File: src/rtl/pemstat_pkg.sv
// Shared definitions for the statistics carry controller.
// - Default sizing of the attached counter bank and host data path.
// - Host address map constants for the carry register (CAR) and carry mask (CAM).
// - Host access FSM state encoding.
package pemstat_pkg;

  localparam int DEF_NUM_CNT = 24;
  localparam int DEF_DATA_W  = 31;
  localparam int DEF_ADDR_W  = 5;

  // Register addresses directly follow the counter window.
  localparam int CAR_ADDR = DEF_NUM_CNT;
  localparam int CAM_ADDR = DEF_NUM_CNT + 1;

  typedef enum logic [2:0] {
    ST_IDLE = 3'd0,
    ST_CAPT = 3'd1,
    ST_CLR  = 3'd2,
    ST_WLD  = 3'd3,
    ST_ACK  = 3'd4
  } ctl_state_e;

endpackage

File: src/rtl/pemstat_carry_bit.sv
// One carry bit: detects the rising overflow flag of a single counter,
// records it in the carry bit, requests the counter to drop its flag and
// honours host write-1-to-clear.
// Ports:
//   clk, rst_n  clock / async active-low reset
//   ovf         sticky overflow flag from the counter
//   w1c         one-cycle host clear request for this carry bit
//   car         carry bit
//   ovf_clr     one-cycle overflow-flag clear strobe back to the counter
module pemstat_carry_bit (
  input  logic clk,
  input  logic rst_n,
  input  logic ovf,
  input  logic w1c,
  output logic car,
  output logic ovf_clr
);

  logic pend_r;
  logic car_r;
  logic ovf_clr_r;
  logic capture_s;

  // A flag that is still high after being captured must not capture again.
  assign capture_s = ovf & ~pend_r;

  // Pending mirrors the flag level, so it drops once the counter clears its flag.
  always_ff @(posedge clk or negedge rst_n) begin
    if (!rst_n) begin
      pend_r <= 1'b0;
    end else begin
      pend_r <= ovf;
    end
  end

  // Carry bit; a new capture beats a simultaneous host clear so no event is lost.
  always_ff @(posedge clk or negedge rst_n) begin
    if (!rst_n) begin
      car_r <= 1'b0;
    end else if (capture_s) begin
      car_r <= 1'b1;
    end else if (w1c) begin
      car_r <= 1'b0;
    end else begin
      car_r <= car_r;
    end
  end

  // Flag-clear strobe, one cycle after the capture.
  always_ff @(posedge clk or negedge rst_n) begin
    if (!rst_n) begin
      ovf_clr_r <= 1'b0;
    end else begin
      ovf_clr_r <= capture_s;
    end
  end

  assign car     = car_r;
  assign ovf_clr = ovf_clr_r;

endmodule

File: src/rtl/pemstat_carry_ctl.sv
// Statistics carry controller: serves host reads/writes of the counter
// bank, the carry register (CAR) and the carry mask (CAM), issues per-counter
// load / clear-on-read strobes and raises a maskable interrupt.
// Ports:
//   clk, rst_n             clock / async active-low reset
//   host_req/wr/addr/wdata host access request (held until host_ack)
//   clr_on_rd              counter read also clears the counter
//   host_ack, host_rdata   one-cycle completion pulse with read data
//   cnt_val, cnt_ovf       counter values and sticky overflow flags
//   cnt_load, cnt_ldata    one-hot counter load strobe and value
//   cnt_clr                one-hot counter clear strobe
//   cnt_ovf_clr            per-counter overflow-flag clear strobe
//   irq                    |(CAR & ~CAM), registered
module pemstat_carry_ctl
  import pemstat_pkg::*;
#(
  parameter int NUM_CNT = DEF_NUM_CNT,
  parameter int DATA_W  = DEF_DATA_W,
  parameter int ADDR_W  = DEF_ADDR_W
) (
  input  logic                      clk,
  input  logic                      rst_n,
  input  logic                      host_req,
  input  logic                      host_wr,
  input  logic [ADDR_W-1:0]         host_addr,
  input  logic [DATA_W-1:0]         host_wdata,
  input  logic                      clr_on_rd,
  output logic                      host_ack,
  output logic [DATA_W-1:0]         host_rdata,
  input  logic [NUM_CNT*DATA_W-1:0] cnt_val,
  input  logic [NUM_CNT-1:0]        cnt_ovf,
  output logic [NUM_CNT-1:0]        cnt_load,
  output logic [DATA_W-1:0]         cnt_ldata,
  output logic [NUM_CNT-1:0]        cnt_clr,
  output logic [NUM_CNT-1:0]        cnt_ovf_clr,
  output logic                      irq
);

  // Register addresses follow the counter window of this instance.
  localparam logic [ADDR_W-1:0] CAR_ADDR_C = ADDR_W'(NUM_CNT);
  localparam logic [ADDR_W-1:0] CAM_ADDR_C = ADDR_W'(NUM_CNT + 1);

  function automatic logic [NUM_CNT-1:0] addr_onehot(input logic [ADDR_W-1:0] a);
    logic [NUM_CNT-1:0] oh;
    oh = {NUM_CNT{1'b0}};
    for (int i = 0; i < NUM_CNT; i++) begin
      oh[i] = (int'(a) == i);
    end
    return oh;
  endfunction

  ctl_state_e          state_r;
  ctl_state_e          next_state_s;
  logic [ADDR_W-1:0]   addr_r;
  logic                wr_r;
  logic                clr_r;
  logic [DATA_W-1:0]   rd_hold_r;
  logic [DATA_W-1:0]   rd_mux_s;
  logic [DATA_W-1:0]   cnt_sel_s;
  logic [NUM_CNT-1:0]  addr_oh_s;
  logic                addr_is_cnt_s;
  logic                accept_s;
  logic                wr_go_s;
  logic [NUM_CNT-1:0]  host_oh_s;
  logic [NUM_CNT-1:0]  w1c_s;
  logic [NUM_CNT-1:0]  car_s;
  logic [NUM_CNT-1:0]  cam_r;
  logic                host_ack_r;
  logic [DATA_W-1:0]   host_rdata_r;
  logic [NUM_CNT-1:0]  cnt_load_r;
  logic [DATA_W-1:0]   cnt_ldata_r;
  logic [NUM_CNT-1:0]  cnt_clr_r;
  logic                irq_r;

  assign accept_s      = (state_r == ST_IDLE) && host_req;
  assign wr_go_s       = accept_s && host_wr;
  assign host_oh_s     = addr_onehot(host_addr);
  assign addr_oh_s     = addr_onehot(addr_r);
  assign addr_is_cnt_s = |addr_oh_s;

  // Write effects are registered on the edge entering WLD, so CAR/CAM/load
  // all present their new values during the WLD cycle itself.
  assign w1c_s = (wr_go_s && (host_addr == CAR_ADDR_C)) ? host_wdata[NUM_CNT-1:0]
                                                        : {NUM_CNT{1'b0}};

  for (genvar g = 0; g < NUM_CNT; g++) begin : g_carry
    pemstat_carry_bit u_carry_bit (
      .clk     (clk),
      .rst_n   (rst_n),
      .ovf     (cnt_ovf[g]),
      .w1c     (w1c_s[g]),
      .car     (car_s[g]),
      .ovf_clr (cnt_ovf_clr[g])
    );
  end

  // Read mux over counters, CAR and CAM; unmapped addresses read as zero.
  always_comb begin
    cnt_sel_s = {DATA_W{1'b0}};
    rd_mux_s  = {DATA_W{1'b0}};
    for (int i = 0; i < NUM_CNT; i++) begin
      cnt_sel_s = cnt_sel_s | (cnt_val[i*DATA_W +: DATA_W] & {DATA_W{addr_oh_s[i]}});
    end
    if (addr_is_cnt_s) begin
      rd_mux_s = cnt_sel_s;
    end else if (addr_r == CAR_ADDR_C) begin
      rd_mux_s[NUM_CNT-1:0] = car_s;
    end else if (addr_r == CAM_ADDR_C) begin
      rd_mux_s[NUM_CNT-1:0] = cam_r;
    end else begin
      rd_mux_s = {DATA_W{1'b0}};
    end
  end

  // FSM next-state logic.
  always_comb begin
    next_state_s = state_r;
    case (state_r)
      ST_IDLE: begin
        if (host_req) begin
          next_state_s = host_wr ? ST_WLD : ST_CAPT;
        end else begin
          next_state_s = ST_IDLE;
        end
      end
      ST_CAPT: begin
        if (addr_is_cnt_s && clr_r) begin
          next_state_s = ST_CLR;
        end else begin
          next_state_s = ST_ACK;
        end
      end
      ST_CLR:  next_state_s = ST_ACK;
      ST_WLD:  next_state_s = ST_ACK;
      ST_ACK:  next_state_s = ST_IDLE;
      default: next_state_s = ST_IDLE;
    endcase
  end

  // FSM state register.
  always_ff @(posedge clk or negedge rst_n) begin
    if (!rst_n) begin
      state_r <= ST_IDLE;
    end else begin
      state_r <= next_state_s;
    end
  end

  // Access attributes latched when a request is accepted.
  always_ff @(posedge clk or negedge rst_n) begin
    if (!rst_n) begin
      addr_r <= {ADDR_W{1'b0}};
      wr_r   <= 1'b0;
      clr_r  <= 1'b0;
    end else if (accept_s) begin
      addr_r <= host_addr;
      wr_r   <= host_wr;
      clr_r  <= clr_on_rd;
    end else begin
      addr_r <= addr_r;
      wr_r   <= wr_r;
      clr_r  <= clr_r;
    end
  end

  // Read data is held in CAPT, before any clear strobe reaches the counter.
  always_ff @(posedge clk or negedge rst_n) begin
    if (!rst_n) begin
      rd_hold_r <= {DATA_W{1'b0}};
    end else if (state_r == ST_CAPT) begin
      rd_hold_r <= rd_mux_s;
    end else begin
      rd_hold_r <= rd_hold_r;
    end
  end

  // Carry mask; all counters masked out of reset.
  always_ff @(posedge clk or negedge rst_n) begin
    if (!rst_n) begin
      cam_r <= {NUM_CNT{1'b1}};
    end else if (wr_go_s && (host_addr == CAM_ADDR_C)) begin
      cam_r <= host_wdata[NUM_CNT-1:0];
    end else begin
      cam_r <= cam_r;
    end
  end

  // Registered strobes and host response, decoded from the next state.
  always_ff @(posedge clk or negedge rst_n) begin
    if (!rst_n) begin
      cnt_load_r   <= {NUM_CNT{1'b0}};
      cnt_ldata_r  <= {DATA_W{1'b0}};
      cnt_clr_r    <= {NUM_CNT{1'b0}};
      host_ack_r   <= 1'b0;
      host_rdata_r <= {DATA_W{1'b0}};
    end else begin
      cnt_load_r  <= wr_go_s ? host_oh_s : {NUM_CNT{1'b0}};
      cnt_ldata_r <= (wr_go_s && (|host_oh_s)) ? host_wdata : {DATA_W{1'b0}};
      cnt_clr_r   <= (next_state_s == ST_CLR) ? addr_oh_s : {NUM_CNT{1'b0}};
      host_ack_r  <= (next_state_s == ST_ACK);
      if ((next_state_s == ST_ACK) && !wr_r) begin
        host_rdata_r <= (state_r == ST_CAPT) ? rd_mux_s : rd_hold_r;
      end else begin
        host_rdata_r <= {DATA_W{1'b0}};
      end
    end
  end

  // Interrupt follows CAR/CAM one cycle later.
  always_ff @(posedge clk or negedge rst_n) begin
    if (!rst_n) begin
      irq_r <= 1'b0;
    end else begin
      irq_r <= |(car_s & ~cam_r);
    end
  end

  assign host_ack   = host_ack_r;
  assign host_rdata = host_rdata_r;
  assign cnt_load   = cnt_load_r;
  assign cnt_ldata  = cnt_ldata_r;
  assign cnt_clr    = cnt_clr_r;
  assign irq        = irq_r;

endmodule

File: config.mk
export PLATFORM = sky130hd
export DESIGN_NAME = pemstat_carry_ctl
export DESIGN_NICKNAME = d
export VERILOG_FILES = /design/src/rtl/pemstat_pkg.sv /design/src/rtl/pemstat_carry_bit.sv /design/src/rtl/pemstat_carry_ctl.sv
export SDC_FILE = /design/constraint.sdc
export NUM_CORES = 1
export LEC_CHECK = 0
export ABC_AREA = 1
export BUFFER_PORTS_ARGS = -buffer_cell sky130_fd_sc_hd__buf_2
export CORE_AREA = 10 10 360 362
export DETAILED_ROUTE_END_ITERATION = 10
export DIE_AREA = 0 0 370 372
export PLACE_DENSITY = 0.42
export SYNTH_ARGS = -nofsm -noshare
export SYNTH_HDL_FRONTEND = slang
export SYNTH_SLANG_ARGS = --single-unit
export TNS_END_PERCENT = 100
File: constraint.sdc
create_clock -name clk -period 1.9 [get_ports clk]
set_input_delay 0.19 -clock clk [delete_from_list [all_inputs] [get_ports clk]]
set_output_delay 0.19 -clock clk [all_outputs]
set_load 0.01 [all_outputs]
Word level (Yosys, flattened, before mapping)
Index checks and enable logic that the tools add are counted.

Flip-flop bits (word level): 249. Bits of input ports: 809. Output and inout bits: 136. Logic and storage cells: 336.

Equal/unequal tests: 55. Muxes and demuxes: 61. Bitwise operators: 97. Reductions and logical operators: 39.

Operator list (number): bitwise AND 31 bit (24); OR 31 bit (23); equality test 5 bit (second input constant) (36); two-way mux 31 bit (4); two-way mux 24 bit (5); OR reduction 24 bit (3); two-way mux 1 bit (48); nonzero test 2 bit (24); equality test 5 x 4 -> 1 bit (second input constant) (8); bitwise AND 1 bit (24); bitwise AND 24 bit (1); inverter 1 bit (24); inverter 24 bit (1); equality test 5 x 3 -> 1 bit (second input constant) (4); equality test 5 x 2 -> 1 bit (second input constant) (2); zero test 5 bit (2); equality test 3 x 2 -> 1 bit (second input constant) (3); case mux 3 bit (3 select lines) (1); logical AND 1 bit (7); two-way mux 2 bit (2); equality test 3 x 1 -> 1 bit (second input constant) (1); equality test 3 bit (second input constant) (1); zero test 3 bit (1); two-way mux 3 bit (1); other kinds (2) (2).

Longest topological paths before layout
Gate-level depths: netlist of run 1.

Depth after elaboration: 28. Depth in mapped cells: 14. Gate-level depth less buffers: 12.

By module
A second synthesis of run 1 with hierarchy kept.

Cell total of the unflattened synthesis: 2638. Area total of the unflattened synthesis: 16814.9 um^2.

Modules (own cells, without submodules): pemstat_carry_ctl (instances 1, cells an instance 2422, area an instance 14412.6 um^2, sequential area each 4459.3 um^2); pemstat_carry_bit (instances 24, cells an instance 9, area an instance 100.1 um^2, sequential area each 75.1 um^2).

Least setup slack after synthesis of run 1
OpenSTA, ideal clock, no wires.

Path type: flip-flop to flip-flop. From: register addr_r[3]. To: register host_rdata_r[10], in the netlist host_rdata[10]. Setup time: 0.132 ns. Arrival: 1.562 ns. Required time: 1.768 ns. Slack: 0.206 ns. Cell stages (with the launch flop): 14. Path buffers: 3. Clock period less this slack: 1.694 ns. Path through: dfrtp_1 -> buf_4 -> nand2_2 -> nor2_1 -> buf_2 -> buf_6 -> nand2_1 -> nand2_1 -> nor2_1 -> nand2_1 -> nor2_1 -> nand3_1 -> nand2_1 -> nor2_1.

Cells in the longest elaborated chain, start to end: 28. Elaborated cells on any way between the ends: 84. Those cells by class: 26 x eq/ne; 7 x mux; 47 x bitwise; 4 x reduce/logical.

Ends and longest elaborated chain: start: declaration (RTL line pemstat_carry_ctl.sv:54) `logic [ADDR_W-1:0] addr_r;`; start signal: assignment (RTL line pemstat_carry_ctl.sv:152) `addr_r <= {ADDR_W{1'b0}};`; start signal: assignment (RTL line pemstat_carry_ctl.sv:156) `addr_r <= host_addr;`; start signal: assignment (RTL line pemstat_carry_ctl.sv:160) `addr_r <= addr_r;`; equality test 5 x 2 -> 1 bit or zero test 5 bit (tied branches) (RTL line pemstat_carry_ctl.sv:47) `oh[i] = (int'(a) == i);`; bitwise AND 31 bit (RTL line pemstat_carry_ctl.sv:102) `cnt_sel_s = cnt_sel_s | (cnt_val[i*DATA_W +: DATA_W] & {DATA_W{addr_oh_s[i]}});`; OR 31 bit (23 in series) (RTL line pemstat_carry_ctl.sv:102); two-way mux 31 bit (RTL line pemstat_carry_ctl.sv:104) `if (addr_is_cnt_s) begin`; two-way mux 31 bit (RTL line pemstat_carry_ctl.sv:202) `host_rdata_r <= (state_r == ST_CAPT) ? rd_mux_s : rd_hold_r;`; two-way mux 31 bit (*) (RTL line pemstat_carry_ctl.sv:201) `if ((next_state_s == ST_ACK) && !wr_r) begin`; end signal: assignment (RTL line pemstat_carry_ctl.sv:195) `host_rdata_r <= {DATA_W{1'b0}};`; end signal: assignment (RTL line pemstat_carry_ctl.sv:202); end signal: assignment (RTL line pemstat_carry_ctl.sv:204) `host_rdata_r <= {DATA_W{1'b0}};`; end: declaration (RTL line pemstat_carry_ctl.sv:69) `logic [DATA_W-1:0] host_rdata_r;`.

Mark *: on every way between the ends. The rest lies on a longest branch, timed or not. A chain may end at the register's enable or synchronous reset.

Worst setup path after layout of run 1
From: register addr_r[1]. To: register host_rdata_r[18], in the netlist host_rdata[18].

The elaborated chain is that of the path after synthesis.

==> results of run 1 <==
synth_stat cells, types with 9 or more instances:
master                     instances  area [um2]
sky130_fd_sc_hd__a21oi_1          12        60.1
sky130_fd_sc_hd__buf_1            15        56.3
sky130_fd_sc_hd__inv_1           146         548
sky130_fd_sc_hd__nor2_4           12         135
sky130_fd_sc_hd__dfrtp_1         225        5630
sky130_fd_sc_hd__dfstp_2          24         631
sky130_fd_sc_hd__buf_6            11         124
sky130_fd_sc_hd__o21ai_0          86         430
sky130_fd_sc_hd__nor3_1           15        75.1
sky130_fd_sc_hd__buf_2            45         225
sky130_fd_sc_hd__buf_4            46         345
sky130_fd_sc_hd__clkbuf_1         30         113
sky130_fd_sc_hd__or2_2            24         150
sky130_fd_sc_hd__nor2_1          335        1260
sky130_fd_sc_hd__o21ai_1          18        90.1
sky130_fd_sc_hd__nand2_1        1021        3830
sky130_fd_sc_hd__nand3_1         176         881
sky130_fd_sc_hd__nor2_2            9        56.3
sky130_fd_sc_hd__nand4_1         115         719
layout make-up:
| cell class | instances | area share [%] |
|---|---|---|
| inverters | 155 | 2.01 |
| well taps | 1637 | 6.52 |
| clock buffers | 46 | 3.08 |
| repair inverters | 1 | 0.0358 |
| flip-flops and latches | 249 | 19.9 |
| multi-input cells | 1857 | 33.4 |
| repair buffers | 1450 | 34.0 |
| diodes | 23 | 0.183 |
| clock inverters | 18 | 0.796 |
tightest hold or removal path, stage by stage:
cell and delay, ps:
sky130_fd_sc_hd__buf_2 80, sky130_fd_sc_hd__nand2_1 50, sky130_fd_sc_hd__nand4_1 60, sky130_fd_sc_hd__nor2_1 50, sky130_fd_sc_hd__nand3_2 70, sky130_fd_sc_hd__nand2_2 50, sky130_fd_sc_hd__inv_1 50
sequential cells by signal, indices dropped and copies added, names as in the netlist:
signal	count
g_carry.u_carry_bit.car	24
clr_r	1
state_r	3
addr_r	5
cnt_load	24
host_rdata	31
wr_r	1
host_ack	1
cam_r	24
cnt_clr	24
cnt_ldata	31
g_carry.u_carry_bit.pend_r	24
irq	1
rd_hold_r	31
g_carry.u_carry_bit.ovf_clr	24
layout by cell type (no fill, tap or decap), types with 25 or more instances in the layout:
master,instances
sky130_fd_sc_hd__buf_2,943
sky130_fd_sc_hd__nand2_1,804
sky130_fd_sc_hd__buf_4,223
sky130_fd_sc_hd__dfrtp_1,222
sky130_fd_sc_hd__nor2_1,199
sky130_fd_sc_hd__nand2_2,148
sky130_fd_sc_hd__inv_1,124
sky130_fd_sc_hd__nand3_1,121
sky130_fd_sc_hd__nand4_1,115
sky130_fd_sc_hd__nor2_4,98
sky130_fd_sc_hd__buf_12,93
sky130_fd_sc_hd__buf_6,88
sky130_fd_sc_hd__nand2_4,69
sky130_fd_sc_hd__dlygate4sd3_1,61
sky130_fd_sc_hd__nor2_2,59
sky130_fd_sc_hd__o21ai_0,50
sky130_fd_sc_hd__nand3_2,44
sky130_fd_sc_hd__clkbuf_16,41
sky130_fd_sc_hd__o21ai_1,35
sky130_fd_sc_hd__buf_8,25
where the power goes:
group          internal, mW  leakage [nW]  switching [mW]  total [mW]
registers              6.27          3.07           0.418        6.69
logic                  10.0          12.8            14.8        24.9
clock network          4.32         0.593            2.86        7.18
stage by stage:
stage | area, um2 | hold slack, ps
2_1_floorplan | 15800 | -106
3_3_place_gp | 24800 | 198
3_5_place_dp | 24800 | 195
4_1_cts | 29900 | 3.73
5_1_grt | 31400 | 45.1
6_report | 31400 | 50.7
routing by layer:
metal	part of all wire (%)	vias to the layer above	routed length [um]
li1	-	10286	-
met4	4.3	58	6890
met5	0.24	-	386
met3	7.2	319	11400
met1	40	10701	63600
met2	48	1035	76400
kinds of logic after synthesis:
logic type             after synthesis  synth area share [%]
AO/OA/AOI/OAI                      126                  4.31
buffers and inverters              302                  9.22
flip-flops                         249                  39.7
AND/OR/NAND/NOR                   1731                  46.8
worst max-delay path by stage:
stage / start / endpoint / slack (ps) / depth (start not counted)
final: addr_r[1]$_DFFE_PN0P_ / host_rdata[18]$_DFF_PN0_ / -400 / 15
after global routing: addr_r[1]$_DFFE_PN0P_ / host_rdata[18]$_DFF_PN0_ / -510 / 15
after CTS: addr_r[3]$_DFFE_PN0P_ / host_rdata[8]$_DFF_PN0_ / -490 / 12
after detailed placement: addr_r[3]$_DFFE_PN0P_ / host_rdata[23]$_DFF_PN0_ / -1130 / 14
after global placement: addr_r[3]$_DFFE_PN0P_ / rd_hold_r[23]$_DFF_PN0_ / -1140 / 14
after floorplan: addr_r[3]$_DFFE_PN0P_ / host_rdata[10]$_DFF_PN0_ / 210 / 13
timing repair:
| item | in CTS | in global routing |
|---|---|---|
| buffers inserted | 123 | 50 |
| resized for setup | 544 | 356 |
| cloned | 11 | 5 |
| endpoints found under the hold margin | 231 | 0 |
| hold buffers | 61 | 0 |
| endpoints found under the setup margin | 88 | 112 |
| pin swaps | 142 | 188 |
==> tab_implementation.tex, run 1 <==
\begin{tabular}{lr}
\hline
Metric & Value \\
\hline
\multicolumn{2}{l}{\textbf{Synthesis}} \\
Number of register bits inferred by synthesis & approximately 250 \\
Synth warn & 0 \\
Top\_reg\_cell synth & sky130\_fd\_sc\_hd\_\_dfrtp\_1 \\
Cell area after synthesis & about 16000 um2 \\
Instance count of the mapped netlist & 2408 \\
Async SR Flop Fraction & 100\% \\
Post-Synthesis Net Count & around 3200 \\
Cell variety after synth & 33 \\
Post-synth EDFFs & 0 \\
Part of the Yosys area used for sequential elements & around two fifths \\
Synthesized area per cell & $\sim$6.6 um2 \\
\multicolumn{2}{l}{\textbf{Pwr}} \\
Worst supply voltage drop on vdd & $\sim$0.65 mV \\
Power, Total & a little under 40 mW \\
Power per cell area & about 1200 nW/um2 \\
Static Leakage & 16.5 nW \\
\multicolumn{2}{l}{\textbf{CTS}} \\
Buffer depth of the longest clock path & 3 \\
Number of buffers created by CTS & 35 \\
H-tree depth & 2 \\
CTS tree & built \\
Clock sink total & between 200 and 250 \\
Root buf cell & sky130\_fd\_sc\_hd\_\_clkbuf\_16 \\
Skew-Pair Late Insertion Delay & 580 ps \\
Register clock-pin slew on the reported worst setup and hold paths & about 60 ps \\
\multicolumn{2}{l}{\textbf{Die}} \\
Top-level I/O count & 945 \\
Die outline area & between 100000 and 150000 um2 \\
Initial core utilization & about an eighth \\
Die Span Y & around 370 um \\
Die Wd & about 370 um \\
Rows & 129 \\
Core footprint & around 120000 um2 \\
\multicolumn{2}{l}{\textbf{Layout}} \\
Number of filler cells placed in the layout & $\sim$14000 \\
Post-route non-filler standard cell count & $\sim$5400 \\
Final nets & $\sim$4600 \\
Final Util & between 20\% and 30\% \\
Proportion of layout cells with a drive suffix above 1 & between 50\% and 60\% \\
Area taken by multi-input logic gates & 10500 um2 \\
Sequential cell area & about 6300 um2 \\
Synthesis-to-layout area growth & 99.2\% \\
\multicolumn{2}{l}{\textbf{Timing}} \\
Max-slew violation count & 0 \\
Final Critical Period & approximately 2300 ps \\
Worst slew margin & a little over three fifths \\
Setup slack after layout & -404 ps \\
Total negative setup slack & -20190 ps \\
Fmax achieved & about 430 MHz \\
Final period util & 121\% \\
Final clock skew & approximately 40 ps \\
Slew at the pin closest to its max-slew limit & $\sim$550 ps \\
Setup violations, final & 86 \\
Setup repair after global routing missed its margin & yes \\
Count of final hold-check violations & 0 \\
\multicolumn{2}{l}{\textbf{Global route}} \\
Gr busiest metal & met2 \\
Global-route total usage across every layer & around 22\% \\
First-pass GRT wire length & around 200000 um \\
Pin count of the biggest net entering global routing & 57 \\
Met1 global-route usage & between 20\% and 30\% \\
Met2 track demand over resource & approximately 37\% \\
Antenna violations before repair & roughly 110 \\
Number of global-route vias before repair & around 23000 \\
Met3 layer usage reported by global route & around 5.5\% \\
Total global routing overflow & 0 \\
\multicolumn{2}{l}{\textbf{Route}} \\
DR iter-0 viols & 1421 \\
Vias per cell & just over 4 \\
DRT Wirelength & between 150000 and 200000 um \\
Routed len/inst & slightly below 30 um \\
Count of unresolved DRC violations after routing & 0 \\
Detail Route Antenna Nets & 0 \\
Total via count in the routed design & $\sim$22000 \\
Pre-antenna DRT Iters & 6 \\
\multicolumn{2}{l}{\textbf{Worst hold path}} \\
Hold wc startpoint & cnt\_val[668] \\
Hold Crit Endpoint & rd\_hold\_r[17]\$\_DFF\_PN0\_ \\
Worst min-delay path class & in2reg \\
Worst Hold Path Cells & 7 \\
\multicolumn{2}{l}{\textbf{Setup path}} \\
Logic depth of the worst register-to-register path & 15 \\
Launching element type of the critical path & flip-flop \\
Worst reg2reg path endpoint & host\_rdata[18]\$\_DFF\_PN0\_ \\
Critical Path, Cell by Cell & buf\_6 -> nor2\_8 -> nand2\_4 -> nor2\_4 -> buf\_12 -> buf\_12 -> buf\_4 -> nand2\_1 -> nand2\_1 -> nor2\_4 -> nand2\_1 -> nor2\_4 -> nand3\_2 -> nand2\_2 -> nor2\_1 \\
Critical Path Fanout Max & 14 \\
Number of buffer and inverter instances along the worst setup path & 4 \\
Critical-path top delay cell & sky130\_fd\_sc\_hd\_\_dfrtp\_1 \\
Critical R2R Launch & addr\_r[1]\$\_DFFE\_PN0P\_ \\
Arrival time reported for the critical path endpoint & 2740 ps \\
Kind of end point of the critical path & flip-flop \\
CP top delay family & simple AND/OR/NAND/NOR gates \\
Critical Path Max Stage Delay & roughly 390 ps \\
Setup slack of the worst register-to-register path & -400 ps \\
Required @ worst endpoint & approximately 2300 ps \\
Crit Path Category & reg2reg \\
\multicolumn{2}{l}{\textbf{Place}} \\
Post-detail-place hpwl & about 130000 um \\
Count of placed standard cells including taps & approximately 5100 \\
Global placement routability congestion & 0.921 \\
Number of buffer cells added on primary ports & between 900 and 1000 \\
Setup WS pre-CTS & -1130 ps \\
\multicolumn{2}{l}{\textbf{Run status}} \\
Run status & complete, but fails checks \\
Violations in the final reports & setup timing \\
\multicolumn{2}{l}{\textbf{Job}} \\
Number of max-capacitance violations reported & 0 \\
\hline
\end{tabular}
Note: power is estimated with default switching activity, not from simulation.
==> run 2, diff against run 1 <==
CORE_AREA = 10 10 358 360   (was 10 10 360 362)
DIE_AREA = 0 0 368 370   (was 0 0 370 372)
==> tab_implementation.tex, run 2 (same netlist as run 1, synthesis figures left out) <==
\begin{tabular}{lr}
\hline
Metric & Value \\
\hline
\multicolumn{2}{l}{\textbf{Run status}} \\
Run status & complete, but fails checks \\
Violations in the final reports & setup timing \\
\multicolumn{2}{l}{\textbf{Place}} \\
Count of placed standard cells including taps & 5137 (+0.039\%) \\
Placement Cell Area & 25000 um2 (+0.62\%) \\
Number of buffer cells added on primary ports & 944 (unchanged) \\
Global placement routability congestion & 0.939 (+2.0\%) \\
Post-detail-place hpwl & 132000 um (+1.1\%) \\
Setup WS pre-CTS & -1010 ps (+126 ps) \\
\multicolumn{2}{l}{\textbf{Timing}} \\
Slew at the pin closest to its max-slew limit & 550 ps (-3.15 ps) \\
Max-slew violation count & 0 (unchanged) \\
Fmax achieved & 433 MHz (-0.27\%) \\
Final clock skew & 17.7 ps (-22.6 ps) \\
Setup violations, final & 68 (-21\%) \\
Count of final hold-check violations & 0 (unchanged) \\
Setup repair after global routing missed its margin & yes \\
Total negative setup slack & -18770 ps (+1420 ps) \\
Setup slack after layout & -410 ps (-6.15 ps) \\
Worst slew margin & 63.3\% (+0.21 points) \\
Worst Hold Slack & 55.7 ps (+5.01 ps) \\
Final period util & 122\% (+0.32 points) \\
Final Critical Period & 2310 ps (+6.15 ps) \\
\multicolumn{2}{l}{\textbf{CTS}} \\
H-tree depth & 2 (unchanged) \\
CTS tree & built \\
Clock sink total & 249 (unchanged) \\
Register clock-pin slew on the reported worst setup and hold paths & 60 ps (about the same) \\
Root buf cell & sky130\_fd\_sc\_hd\_\_clkbuf\_16 \\
Number of buffers created by CTS & 35 (unchanged) \\
Skew-Pair Late Insertion Delay & 570 ps (about the same) \\
Buffer depth of the longest clock path & 3 (unchanged) \\
\multicolumn{2}{l}{\textbf{Route}} \\
Count of unresolved DRC violations after routing & 0 (unchanged) \\
Routed len/inst & 29.2 um (about the same) \\
Vias per cell & 4.15 (+0.61\%) \\
DRT Wirelength & 158000 um (-0.65\%) \\
Total via count in the routed design & 22404 (+0.022\%) \\
Pre-antenna DRT Iters & 5 (-1) \\
DR iter-0 viols & 1358 (-4.4\%) \\
Detail Route Antenna Nets & 0 (unchanged) \\
\multicolumn{2}{l}{\textbf{Setup path}} \\
Required @ worst endpoint & 2350 ps (about the same) \\
Critical Path, Cell by Cell & buf\_6 -> nand2\_8 -> inv\_6 -> buf\_6 -> nand3\_4 -> clkinv\_8 -> buf\_16 -> nand2\_2 -> nand4\_1 -> nor2\_2 -> nand3\_2 -> nand2\_2 -> nor2\_1 \\
Crit Path Category & reg2reg \\
Critical-path top delay cell & sky130\_fd\_sc\_hd\_\_dfrtp\_2 \\
CP top delay family & simple AND/OR/NAND/NOR gates \\
Critical R2R Launch & addr\_r[0]\$\_DFFE\_PN0P\_ \\
Logic depth of the worst register-to-register path & 13 (-2) \\
Worst reg2reg path endpoint & host\_rdata[2]\$\_DFF\_PN0\_ \\
Critical Path Fanout Max & 8 (-6) \\
Number of buffer and inverter instances along the worst setup path & 5 (+1) \\
Setup slack of the worst register-to-register path & -410 ps (about the same) \\
Launching element type of the critical path & flip-flop \\
Critical Path Max Stage Delay & 490 ps (+100 ps) \\
Arrival time reported for the critical path endpoint & 2760 ps (+20 ps) \\
Kind of end point of the critical path & flip-flop \\
\multicolumn{2}{l}{\textbf{Pwr}} \\
Static Leakage & 16.3 nW (-1.1\%) \\
Power per cell area & 1240 nW/um2 (+0.22\%) \\
Power, Total & 38.7 mW (-0.14\%) \\
Worst supply voltage drop on vdd & 0.589 mV (-8.8\%) \\
\multicolumn{2}{l}{\textbf{Die}} \\
Die Span Y & 370 um (-0.54\%) \\
Die outline area & 136000 um2 (-1.1\%) \\
Top-level I/O count & 945 (unchanged) \\
Die Wd & 368 um (-0.54\%) \\
Initial core utilization & 13.0\% (+0.17 points) \\
Rows & 128 (-0.78\%) \\
Core footprint & 121000 um2 (-1.3\%) \\
\multicolumn{2}{l}{\textbf{Worst hold path}} \\
Hold wc startpoint & cnt\_val[192] \\
Worst min-delay path class & in2reg \\
Hold Crit Endpoint & rd\_hold\_r[6]\$\_DFF\_PN0\_ \\
Worst Hold Path Cells & 7 (unchanged) \\
\multicolumn{2}{l}{\textbf{Layout}} \\
Post-route non-filler standard cell count & 5404 (-0.59\%) \\
Synthesis-to-layout area growth & 98.5\% \\
Final nets & 4545 (-0.29\%) \\
Most used cells in the layout excluding fill and tap cells & 943 x sky130\_fd\_sc\_hd\_\_buf\_2, 789 x sky130\_fd\_sc\_hd\_\_nand2\_1, 221 x sky130\_fd\_sc\_hd\_\_dfrtp\_1 \\
Final standard cell area without fillers & 31300 um2 (-0.36\%) \\
Most common library cell in the layout ignoring fill and taps & sky130\_fd\_sc\_hd\_\_buf\_2 \\
Final Util & 25.9\% (+0.24 points) \\
Proportion of layout cells with a drive suffix above 1 & 53.8\% (+0.32 points) \\
\multicolumn{2}{l}{\textbf{Job}} \\
Number of max-capacitance violations reported & 0 (unchanged) \\
\multicolumn{2}{l}{\textbf{Global route}} \\
Pin count of the biggest net entering global routing & 50 (-12\%) \\
Total global routing overflow & 0 (unchanged) \\
Number of global-route vias before repair & 23110 (+0.79\%) \\
Global-route total usage across every layer & 21.6\% (about the same) \\
Antenna violations before repair & 105 (unchanged) \\
First-pass GRT wire length & 202000 um (-0.72\%) \\
\hline
\end{tabular}
run 2: layout make-up:
| class | instances | area [um2] |
|---|---|---|
| Timing Repair Buffer | 1438 | 10600 |
| Fill cell | 13608 | 89800 |
| Inverter | 155 | 634 |
| Multi-Input combinational cell | 1857 | 10500 |
| Tap cell | 1625 | 2030 |
| Antenna cell | 18 | 45.0 |
| Sequential cell | 249 | 6270 |
| Clock buffer | 50 | 1000 |
| Clock inverter | 12 | 215 |
run 2: worst max path at each step:
stage / start / endpoint / slack (ps) / depth (start not counted)
after floorplan: addr_r[3]$_DFFE_PN0P_ / host_rdata[10]$_DFF_PN0_ / 210 / 13
after global placement: addr_r[0]$_DFFE_PN0P_ / host_rdata[18]$_DFF_PN0_ / -1010 / 14
after detailed placement: addr_r[2]$_DFFE_PN0P_ / host_rdata[18]$_DFF_PN0_ / -1010 / 14
after CTS: addr_r[1]$_DFFE_PN0P_ / host_rdata[8]$_DFF_PN0_ / -370 / 16
after global routing: addr_r[0]$_DFFE_PN0P_ / host_rdata[18]$_DFF_PN0_ / -510 / 15
final: addr_r[0]$_DFFE_PN0P_ / host_rdata[2]$_DFF_PN0_ / -410 / 13
run 2: routing by layer:
| metal | up-vias | global-route usage, % | part of all wire (%) |
|---|---|---|---|
| met5 | - | 0 | 0.23 |
| met4 | 58 | 5.84 | 3.2 |
| met3 | 301 | 5.31 | 6.9 |
| met2 | 1053 | 38.3 | 50 |
| met1 | 10724 | 25.9 | 40 |
| li1 | 10268 | - | - |
run 2: timing repair:
action                                 in CTS  in global routing
setup endpoints to repair                  87                110
pin swaps                                 167                230
cloned                                      6                  6
hold buffers                               63                  0
endpoints found under the hold margin     330                  0
gates resized for setup                   538                377
buffers inserted                          110                 51
run 2: power by group:
group	switching, mW	internal, mW	total, mW	leakage [nW]
Combinational	14.7	10.1	24.8	12.7
Clock	2.73	4.37	7.10	0.581
Sequential	0.448	6.27	6.72	3.07
run 2: tightest hold or removal path: cells and delay by family:
family	cells	cell delay, ps
AND/OR/NAND/NOR	5	280
buffers and inverters	2	110
==> run 3, diff against run 2 <==
PLACE_DENSITY = 0.3   (was 0.42)
==> tab_implementation.tex, run 3 (same netlist as run 1, synthesis figures left out) <==
\begin{tabular}{lr}
\hline
Metric & Value \\
\hline
\multicolumn{2}{l}{\textbf{Timing}} \\
Final clock skew & 26.7 ps (+8.98 ps) \\
Final Critical Period & 2220 ps (-89.6 ps) \\
Setup violations, final & 87 (+28\%) \\
Max-slew violation count & 0 (unchanged) \\
Slew at the pin closest to its max-slew limit & 473 ps (-77.3 ps) \\
Final period util & 117\% (-4.7 points) \\
Setup repair after global routing missed its margin & yes \\
Worst slew margin & 68.5\% (+5.2 points) \\
Count of final hold-check violations & 0 (unchanged) \\
Setup slack after layout & -320 ps (+89.6 ps) \\
Fmax achieved & 450 MHz (+4.0\%) \\
Worst Hold Slack & 70.7 ps (+15.0 ps) \\
\multicolumn{2}{l}{\textbf{Global route}} \\
Global-route total usage across every layer & 20.6\% (-1.0 points) \\
Number of global-route vias before repair & 22992 (-0.51\%) \\
Antenna violations before repair & 59 (-44\%) \\
Total global routing overflow & 0 (unchanged) \\
First-pass GRT wire length & 195000 um (-3.3\%) \\
Pin count of the biggest net entering global routing & 49 (-2.0\%) \\
\multicolumn{2}{l}{\textbf{Setup path}} \\
Critical-path top delay cell & sky130\_fd\_sc\_hd\_\_dfrtp\_1 \\
Kind of end point of the critical path & flip-flop \\
Launching element type of the critical path & flip-flop \\
WP depth & 13 (unchanged) \\
Critical Path Fanout Max & 7 (-1) \\
Setup slack of the worst register-to-register path & -320 ps (+90 ps) \\
Arrival time reported for the critical path endpoint & 2690 ps (-70 ps) \\
Logic depth of the worst register-to-register path & 13 (unchanged) \\
Launch point of the critical path & addr\_r[0]\$\_DFFE\_PN0P\_ \\
Crit Path Category & reg2reg \\
Critical Path, Cell by Cell & buf\_12 -> buf\_12 -> nor2\_8 -> nand2\_8 -> nor2\_4 -> buf\_12 -> buf\_16 -> nand2\_2 -> nand4\_1 -> nor2\_1 -> nand2\_1 -> nand2\_1 -> a21oi\_2 \\
Number of buffer and inverter instances along the worst setup path & 4 (-1) \\
Critical Path Max Stage Delay & 400 ps (-90 ps) \\
Endpoint of the worst setup timing path & host\_rdata[24]\$\_DFF\_PN0\_ \\
Critical R2R Launch & addr\_r[0]\$\_DFFE\_PN0P\_ \\
Crit path top cell by count & sky130\_fd\_sc\_hd\_\_buf\_12 \\
Required @ worst endpoint & 2370 ps (+20 ps) \\
Worst reg2reg path endpoint & host\_rdata[24]\$\_DFF\_PN0\_ \\
CP top delay family & simple AND/OR/NAND/NOR gates \\
\multicolumn{2}{l}{\textbf{CTS}} \\
Root buf cell & sky130\_fd\_sc\_hd\_\_clkbuf\_16 \\
CTS tree & built \\
Skew-Pair Late Insertion Delay & 560 ps (about the same) \\
Number of buffers created by CTS & 35 (unchanged) \\
Register clock-pin slew on the reported worst setup and hold paths & 60 ps (about the same) \\
Buffer depth of the longest clock path & 3 (unchanged) \\
H-tree depth & 2 (unchanged) \\
Clock sink total & 249 (unchanged) \\
\multicolumn{2}{l}{\textbf{Pwr}} \\
Power per cell area & 1240 nW/um2 (+0.76\%) \\
Static Leakage & 15.9 nW (-2.8\%) \\
Worst supply voltage drop on vdd & 0.529 mV (-10\%) \\
\multicolumn{2}{l}{\textbf{Die}} \\
Rows & 128 (unchanged) \\
Core footprint & 121000 um2 (unchanged) \\
Top-level I/O count & 945 (unchanged) \\
Die outline area & 136000 um2 (unchanged) \\
Initial core utilization & 13.0\% (unchanged) \\
Die Span Y & 370 um (unchanged) \\
Die Wd & 368 um (unchanged) \\
\multicolumn{2}{l}{\textbf{Run status}} \\
Run status & complete, but fails checks \\
Violations in the final reports & setup timing \\
\multicolumn{2}{l}{\textbf{Route}} \\
Vias per cell & 4.02 (-3.0\%) \\
Pre-antenna DRT Iters & 5 (unchanged) \\
DR iter-0 viols & 1219 (-10\%) \\
Count of unresolved DRC violations after routing & 0 (unchanged) \\
Total via count in the routed design & 21562 (-3.8\%) \\
Routed len/inst & 27.8 um (-4.8\%) \\
DRT Wirelength & 149000 um (-5.5\%) \\
Detail Route Antenna Nets & 0 (unchanged) \\
\multicolumn{2}{l}{\textbf{Place}} \\
Post-detail-place hpwl & 125000 um (-5.4\%) \\
Global placement routability congestion & 0.880 (-6.3\%) \\
Setup WS pre-CTS & -1050 ps (-39.3 ps) \\
Number of buffer cells added on primary ports & 944 (unchanged) \\
\multicolumn{2}{l}{\textbf{Layout}} \\
Synthesis-to-layout area growth & 90.5\% \\
Final nets & 4503 (-0.92\%) \\
Proportion of layout cells with a drive suffix above 1 & 50.8\% (-3.0 points) \\
Most common library cell in the layout ignoring fill and taps & sky130\_fd\_sc\_hd\_\_buf\_2 \\
Number of filler cells placed in the layout & 13907 (+2.2\%) \\
Most used cells in the layout excluding fill and tap cells & 943 x sky130\_fd\_sc\_hd\_\_buf\_2, 837 x sky130\_fd\_sc\_hd\_\_nand2\_1, 224 x sky130\_fd\_sc\_hd\_\_buf\_4 \\
\multicolumn{2}{l}{\textbf{Worst hold path}} \\
Worst min-delay path class & in2reg \\
\multicolumn{2}{l}{\textbf{Job}} \\
Number of max-capacitance violations reported & 0 (unchanged) \\
\hline
\end{tabular}
run 3: metal layers:
| metal | global-route usage, % | share of wire (%) |
|---|---|---|
| met1 | 25.0 | 41 |
| met2 | 37.0 | 50 |
| met3 | 4.14 | 5.7 |
| met4 | 5.12 | 2.8 |
| met5 | 0 | 0.11 |
run 3: worst min path at each step:
stage,depth (start not counted),endpoint,from
6_report,4,state_r[0]$_DFF_PN0_,host_req
5_1_grt,4,state_r[0]$_DFF_PN0_,host_req
4_1_cts,7,rd_hold_r[21]$_DFF_PN0_,cnt_val[83]
3_5_place_dp,1,cnt_ldata[20]$_DFF_PN0_,rst_n
3_3_place_gp,1,cnt_ldata[28]$_DFF_PN0_,rst_n
2_1_floorplan,0,addr_r[0]$_DFFE_PN0P_,rst_n
run 3: timing repair:
item                                   in CTS  in global routing
setup buffers                              64                 30
pin swaps                                  67                135
hold buffers                               61                  0
gates cloned                                9                  6
setup endpoints to repair                  78                 88
endpoints found under the hold margin     353                  0
gates resized for setup                   340                315
run 3: area by class of cell:
class	count	area, um2	area share, %
clock buffer	42	922	3.07
multi-input combinational	1857	9890	32.9
timing repair buffer	1395	9900	33.0
antenna	20	50.0	0.167
sequential	249	6270	20.9
inverter	155	646	2.15
timing repair inverter	1	8.76	0.0292
clock inverter	20	328	1.09
tap	1625	2030	6.77
run 3: where the power goes:
part	internal, mW	leakage [nW]	switching (mW)	total [mW]
sequential	6.27	3.08	0.402	6.67
combinational	9.19	12.2	14.2	23.4
clock	4.46	0.606	2.84	7.31
total	19.9	15.9	17.5	37.4
run 3: tightest hold or removal path: cells and delay by family:
kind / cells / cell delay (ps)
buf+inv: 3 / 300
simple gates: 1 / 80
run 3: metrics by stage:
step	TNS (ps)	power [mW]	cell area (um2)	cells	util, %
after floorplan	0	13.8	15800	2408	-
after global placement	-36570	25.0	24800	5128	20.5
after detailed placement	-39620	24.9	24800	5128	20.5
after CTS	-16230	36.1	28700	5318	23.7
after global routing	-24110	39.6	30000	5356	24.8
final	-15030	37.4	30000	5364	24.8
